<file path="src/rtl/x1_sub_responder.sv">
// x1_sub_responder
// Sub-CPU responder for the X1 main/sub communication port. The main CPU
// writes a command byte (plus argument bytes for set commands); the block
// executes it and offers response bytes through a small read buffer.
//
// Strobe protocol: one write is accepted per rising edge of (sub_cs & sub_wr),
// however long the strobe is held; writes are only honoured while rx_bsy=0.
// A response byte is offered on sub_do whenever tx_bsy=0 and is consumed on
// the falling edge of (sub_cs & sub_rd), so sub_do is stable during the read.
//
// Ports:
//   clk_sys, reset           clock, asynchronous active-high reset
//   sub_cs/sub_wr/sub_rd     main CPU chip select and level strobes
//   sub_di / sub_do          byte from / to the main CPU
//   rx_bsy / tx_bsy          cannot accept a write / no response byte ready
//   key_valid/key_mod/code   key event pulse and its data
//   tick_1s                  1 Hz pulse for the BCD clock
//   cmd_err                  one-cycle pulse on an unknown command byte
//   o_dbg_state              current FSM state (0 IDLE,1 ARG,2 EXEC,3 RESP)
module x1_sub_responder #(
   parameter int          RBUF_DEPTH   = 4,
   parameter logic [7:0]  KEY_NONE_MOD = 8'hFF
) (
   input  logic       clk_sys,
   input  logic       reset,
   input  logic       sub_cs,
   input  logic       sub_wr,
   input  logic       sub_rd,
   input  logic [7:0] sub_di,
   output logic [7:0] sub_do,
   output logic       rx_bsy,
   output logic       tx_bsy,
   input  logic       key_valid,
   input  logic [7:0] key_mod,
   input  logic [7:0] key_code,
   input  logic       tick_1s,
   output logic       cmd_err,
   output logic [1:0] o_dbg_state
);

   localparam int CW = $clog2(RBUF_DEPTH + 1);

   typedef enum logic [1:0] {
      ST_IDLE = 2'd0,
      ST_ARG  = 2'd1,
      ST_EXEC = 2'd2,
      ST_RESP = 2'd3
   } state_t;

   state_t        r_state;
   logic          r_wr_d, r_wr_ev, r_rd_d, r_cmd_err;
   logic [7:0]    r_wr_byte, r_cmd;
   logic [7:0]    r_arg0, r_arg1, r_arg2;
   logic [1:0]    r_arg_cnt;
   logic [7:0]    r_buf [RBUF_DEPTH];
   logic [CW-1:0] r_cnt;
   logic          r_key_pend;
   logic [7:0]    r_key_mod, r_key_code;
   logic [7:0]    r_hh, r_mi, r_ss, r_yy, r_mo, r_dd;

   logic w_wr, w_rd, w_rd_fall, w_new_cmd, w_exec_e6, w_exec_ed, w_exec_eb;

   assign w_wr      = sub_cs & sub_wr;
   assign w_rd      = sub_cs & sub_rd;
   assign w_rd_fall = r_rd_d & ~w_rd;
   // A write in RESP flushes the buffer and is decoded exactly as in IDLE.
   assign w_new_cmd = r_wr_ev & ((r_state == ST_IDLE) | (r_state == ST_RESP));
   assign w_exec_e6 = (r_state == ST_EXEC) & (r_cmd == 8'hE6);
   assign w_exec_ed = (r_state == ST_EXEC) & (r_cmd == 8'hED);
   assign w_exec_eb = (r_state == ST_EXEC) & (r_cmd == 8'hEB);

   assign sub_do      = (r_cnt != '0) ? r_buf[0] : 8'h00;
   assign tx_bsy      = (r_cnt == '0);
   assign rx_bsy      = (r_state == ST_EXEC);
   assign cmd_err     = r_cmd_err;
   assign o_dbg_state = r_state;

   // BCD increment with wrap at vmax; non-BCD values simply count up in
   // binary until they hit a compare point.
   function automatic logic [7:0] bcd_inc(input logic [7:0] v, input logic [7:0] vmax);
      if (v == vmax)            return 8'h00;
      else if (v[3:0] == 4'h9)  return {v[7:4] + 4'd1, 4'h0};
      else                      return v + 8'd1;
   endfunction

   // Strobe edge detection; the write event is registered with its byte.
   always_ff @(posedge clk_sys or posedge reset) begin
      if (reset) begin
         r_wr_d    <= 1'b0;
         r_wr_ev   <= 1'b0;
         r_wr_byte <= 8'h00;
         r_rd_d    <= 1'b0;
      end else begin
         r_wr_d  <= w_wr;
         r_wr_ev <= w_wr & ~r_wr_d;
         r_rd_d  <= w_rd;
         if (w_wr & ~r_wr_d) r_wr_byte <= sub_di;
      end
   end

   // Command FSM and response buffer (head at index 0).
   always_ff @(posedge clk_sys or posedge reset) begin
      if (reset) begin
         r_state   <= ST_IDLE;
         r_cmd     <= 8'h00;
         r_cmd_err <= 1'b0;
         r_arg0    <= 8'h00;
         r_arg1    <= 8'h00;
         r_arg2    <= 8'h00;
         r_arg_cnt <= 2'd0;
         r_cnt     <= '0;
         for (int i = 0; i < RBUF_DEPTH; i++) r_buf[i] <= 8'h00;
      end else begin
         r_cmd_err <= 1'b0;
         if (w_new_cmd) begin
            r_cnt <= '0;
            r_cmd <= r_wr_byte;
            case (r_wr_byte)
               8'hE6, 8'hEC, 8'hEA: r_state <= ST_EXEC;
               8'hED, 8'hEB: begin
                  r_state   <= ST_ARG;
                  r_arg_cnt <= 2'd0;
               end
               default: begin
                  r_cmd_err <= 1'b1;
                  r_state   <= ST_IDLE;
               end
            endcase
         end else begin
            case (r_state)
               ST_ARG: begin
                  if (r_wr_ev) begin
                     // Shift in so that r_arg0 ends up holding the first byte.
                     r_arg0 <= r_arg1;
                     r_arg1 <= r_arg2;
                     r_arg2 <= r_wr_byte;
                     if (r_arg_cnt == 2'd2) r_state <= ST_EXEC;
                     else                   r_arg_cnt <= r_arg_cnt + 2'd1;
                  end
               end
               ST_EXEC: begin
                  for (int i = 0; i < RBUF_DEPTH; i++) r_buf[i] <= 8'h00;
                  case (r_cmd)
                     8'hE6: begin
                        r_buf[0] <= r_key_pend ? r_key_mod  : KEY_NONE_MOD;
                        r_buf[1] <= r_key_pend ? r_key_code : 8'h00;
                        r_cnt    <= CW'(2);
                        r_state  <= ST_RESP;
                     end
                     8'hEC: begin
                        r_buf[0] <= r_hh;
                        r_buf[1] <= r_mi;
                        r_buf[2] <= r_ss;
                        r_cnt    <= CW'(3);
                        r_state  <= ST_RESP;
                     end
                     8'hEA: begin
                        r_buf[0] <= r_yy;
                        r_buf[1] <= r_mo;
                        r_buf[2] <= r_dd;
                        r_cnt    <= CW'(3);
                        r_state  <= ST_RESP;
                     end
                     default: begin
                        r_cnt   <= '0;
                        r_state <= ST_IDLE;
                     end
                  endcase
               end
               ST_RESP: begin
                  if (w_rd_fall) begin
                     for (int i = 0; i < RBUF_DEPTH - 1; i++) r_buf[i] <= r_buf[i+1];
                     r_buf[RBUF_DEPTH-1] <= 8'h00;
                     r_cnt <= r_cnt - CW'(1);
                     if (r_cnt == CW'(1)) r_state <= ST_IDLE;
                  end
               end
               default: ;
            endcase
         end
      end
   end

   // Key latch: a new key during E6 execution stays pending for the next E6.
   always_ff @(posedge clk_sys or posedge reset) begin
      if (reset) begin
         r_key_pend <= 1'b0;
         r_key_mod  <= 8'h00;
         r_key_code <= 8'h00;
      end else if (key_valid) begin
         r_key_pend <= 1'b1;
         r_key_mod  <= key_mod;
         r_key_code <= key_code;
      end else if (w_exec_e6) begin
         r_key_pend <= 1'b0;
      end
   end

   // BCD time of day; a set in the same cycle as a tick drops the tick.
   always_ff @(posedge clk_sys or posedge reset) begin
      if (reset) begin
         r_hh <= 8'h00;
         r_mi <= 8'h00;
         r_ss <= 8'h00;
      end else if (w_exec_ed) begin
         r_hh <= r_arg0;
         r_mi <= r_arg1;
         r_ss <= r_arg2;
      end else if (tick_1s) begin
         r_ss <= bcd_inc(r_ss, 8'h59);
         if (r_ss == 8'h59) begin
            r_mi <= bcd_inc(r_mi, 8'h59);
            if (r_mi == 8'h59) r_hh <= bcd_inc(r_hh, 8'h23);
         end
      end
   end

   // Calendar only changes when set.
   always_ff @(posedge clk_sys or posedge reset) begin
      if (reset) begin
         r_yy <= 8'h00;
         r_mo <= 8'h01;
         r_dd <= 8'h01;
      end else if (w_exec_eb) begin
         r_yy <= r_arg0;
         r_mo <= r_arg1;
         r_dd <= r_arg2;
      end
   end

endmodule

</file>
<file path="config.mk">
export PLATFORM = sky130hd
export DESIGN_NAME = x1_sub_responder
export DESIGN_NICKNAME = d
export VERILOG_FILES = /design/src/rtl/x1_sub_responder.sv
export SDC_FILE = /design/constraint.sdc
export NUM_CORES = 1
export LEC_CHECK = 0
export ABC_AREA = 1
export BUFFER_PORTS_ARGS = -buffer_cell sky130_fd_sc_hd__buf_4
export CAP_MARGIN = 5
export CORE_ASPECT_RATIO = 1.4
export CORE_UTILIZATION = 57
export CTS_BUF_LIST = sky130_fd_sc_hd__clkbuf_16
export CTS_CLUSTER_SIZE = 8
export DETAILED_ROUTE_END_ITERATION = 7
export MAX_ROUTING_LAYER = met4
export PLACE_DENSITY = 0.82
export SLEW_MARGIN = 30
export SYNTH_ARGS = -nofsm -noshare
export SYNTH_HDL_FRONTEND = slang
export SYNTH_SLANG_ARGS = --single-unit
</file>
<file path="constraint.sdc">
create_clock -name clk_sys -period 5.1 [get_ports clk_sys]
set_input_delay 0.255 -clock clk_sys [delete_from_list [all_inputs] [get_ports clk_sys]]
set_output_delay 0.255 -clock clk_sys [all_outputs]
set_load 0.03 [all_outputs]
</file>
==> results.json <==
{
  "status": "finished with violations",
  "failed_checks": "DRC, hold timing",
  "die_height_um": 137,
  "rsz0062_at_grt": "false",
  "first_global_vias": 5961,
  "synth_top_area_frac": 0.468,
  "synth_area_per_cell_sq_um": 7.62,
  "path_class": "register to register",
  "power_switching_mw": 1.22,
  "syn-cell-area_sq_um": 7370,
  "drtIter0Drc": 523,
  "gp_congestion": 0.907,
  "n_antenna_cell": 0,
  "fill_cells": 1024,
  "cts_buffer_depth": 2,
  "startpoint_type": "register",
  "rows": 48,
  "routed_wl_mm": 17.4,
  "synth_commonest_cells": "nand2_1 (301), dfrtp_1 (138), inv_1 (124)",
  "slew_headroom": 0.463,
  "timing_max_transition_violations_final": 0,
  "synth.most_common_cell": "nand2_1",
  "min_path_type": "input port to asynchronous set/reset pin",
  "drtAntennaViolNets": 0,
  "hold_viol": 40,
  "ys_warn_count": 0,
  "arrival_ps": 2920,
  "switching_share": 0.344,
  "ir_drop_uv": 285,
  "htree_levels": 4,
  "p_int_mw": 2.32,
  "ys_top_cells_by_area": "dfrtp_1 (47%), nand2_1 (15%), nand3_1 (7.7%)",
  "finalSetupTns_ps": 0,
  "syn-num-nets": 1017,
  "multi_input_area_sq_um": 3170,
  "synth_cell_types": 34,
  "yosysSeqAreaShare": 0.476,
  "largest_register_ffs": 24,
  "pwr-share-comb": 0.250,
  "clk_pin_slew_worst_paths_ps": 60,
  "antenna_found_initial": 0,
  "netlist_instances": 967,
  "worst_clock_skew_ps": 8.86,
  "port_buffers": 43,
  "core_sq_um": 12500,
  "worstMarginPinSlew_ps": 804,
  "grt-ovfl-total": 0,
  "clock-sinks": 140,
  "hold_buffers": 0,
  "timing.hold.ws_ps": -50.7,
  "track_usage": 0.284,
  "clk_latency_ps": 420,
  "startpoint": "r_cmd[4]$_DFFE_PP0P_",
  "synth_edf_count": 0,
  "cts_setup_buffers": 0,
  "top_register": "r_buf",
  "fmax_mhz": 382,
  "wl_per_cell_um": 15.0,
  "area_delta_synth_final_pct": 12.6,
  "dieArea_sq_um": 13400,
  "finalCritPeriodShare": 0.513,
  "p_leak_nw": 4.27,
  "finalNetCount": 1042,
  "synth_seq_cells": 140,
  "ys_async_sr_fraction": 1.00,
  "vias": 6418,
  "register_area_sq_um": 3510,
  "viasPerCell": 5.56,
  "cp_max_fo": 59,
  "maxCapViolations": 0,
  "cts_tree": "built",
  "grt_max_degree": 109,
  "drc": 2,
  "synth-main-ff-cell": "dfrtp_1",
  "first_pass_iters": 8,
  "numCtsBuffers": 17,
  "finalSetupViolCount": 0,
  "period_needed_ps": 2620,
  "clock-root-buffer": "clkbuf_16",
  "die_w_um": 98.1,
  "start_util": 0.590,
  "worstPathRequired_ps": 5410,
  "clkPwrFrac": 0.355,
  "grt_pass1_wl_mm": 28.6,
  "rr_startpoint": "r_cmd[4]$_DFFE_PP0P_",
  "drive_above_1_share": 0.0995,
  "ctsResizeCount": 0,
  "io_pins": 44,
  "powerDensity_nw_per_um2": 426,
  "dp_hpwl_mm": 11.8,
  "synth_largest_area_cell": "dfrtp_1",
  "cp-end-kind": "register",
  "power.share.sequential": 0.395
}
[layout make-up]
| type | count | area share |
|---|---|---|
| clock inverter | 15 | 0.0210 |
| tap | 150 | 0.0226 |
| timing repair buffer | 47 | 0.0425 |
| multi-input combinational | 659 | 0.382 |
| clock buffer | 17 | 0.0513 |
| inverter | 127 | 0.0585 |
| sequential | 140 | 0.422 |
[power by group through the flow]
stage / logic, mW / clock network, mW / registers [mW]
finish: 0.884 / 1.26 / 1.40
global route: 1.01 / 1.31 / 1.41
CTS: 0.888 / 1.27 / 1.39
detailed placement: 0.876 / 0 / 1.41
global placement: 0.851 / 0 / 1.41
floorplan: 0.667 / 0 / 1.38
[logic make-up after synthesis]
kind of cell,count (synthesis),share of synthesized area
compound gates,144,0.103
xor+xnor,6,0.00713
buf+inv,168,0.0956
fa+ha+maj,19,0.0322
flops,140,0.476
simple gates,489,0.285
mux,1,0.00153
[cells in the final DEF, fill, tap and decap left out, drive strengths merged]
cell type	n
o221ai	1
a21boi	6
inv	129
clkbuf	17
nor2	52
clkinv	8
clkinvlp	2
buf	47
mux2	1
a21oi	21
o21a	1
nand4	8
ha	19
xor2	6
nand2	309
nand3b	3
dfstp	2
a31oi	1
nand3	115
o21ai	104
o22ai	5
o211ai	5
bufinv	3
dfrtp	138
nor3	2
[final timing paths]
path / endpoint / slack, ps / cells after the start
hold / removal: r_ss[5]$_DFFE_PP0P_ / -50 / 2
min in group clk_sys: r_key_code[5]$_DFFE_PP0P_ / 30 / 3
setup / recovery: r_hh[3]$_DFFE_PP0P_ / 2480 / 11
max in group asynchronous: r_arg0[2]$_DFFE_PP0P_ / 4220 / 3
setup reg to reg: r_hh[3]$_DFFE_PP0P_ / 2480 / 11
hold reg to reg: r_key_code[2]$_DFFE_PP0P_ / 470 / 2
[stage by stage]
stage	power, mW	worst slack (ps)	cell area (sq um)	instances	util
after floorplan	2.05	1100	7370	967	-
after global placement	2.26	2510	7690	1123	0.616
after detailed placement	2.29	2410	7690	1123	0.616
after CTS	3.55	2340	8290	1155	0.664
after global routing	3.73	2310	8300	1155	0.664
final	3.54	2480	8300	1155	0.664
[metal layers]
layer,share of wire,global-route usage
met1,0.39,0.316
met2,0.53,0.498
met3,0.044,0.0495
met4,0.038,0.134
met5,0,-
[critical path, stage by stage (launching register included)]
cell      delay [ps]
dfrtp_1          370
inv_1             50
nand2_1           80
nor2_4           110
buf_4            500
nand3_4          460
nand2_2          380
nand2_2          180
clkinv_2         150
nand2_1           60
o21ai_0           80
inv_1             50
Note: power is estimated with default switching activity, not from simulation.
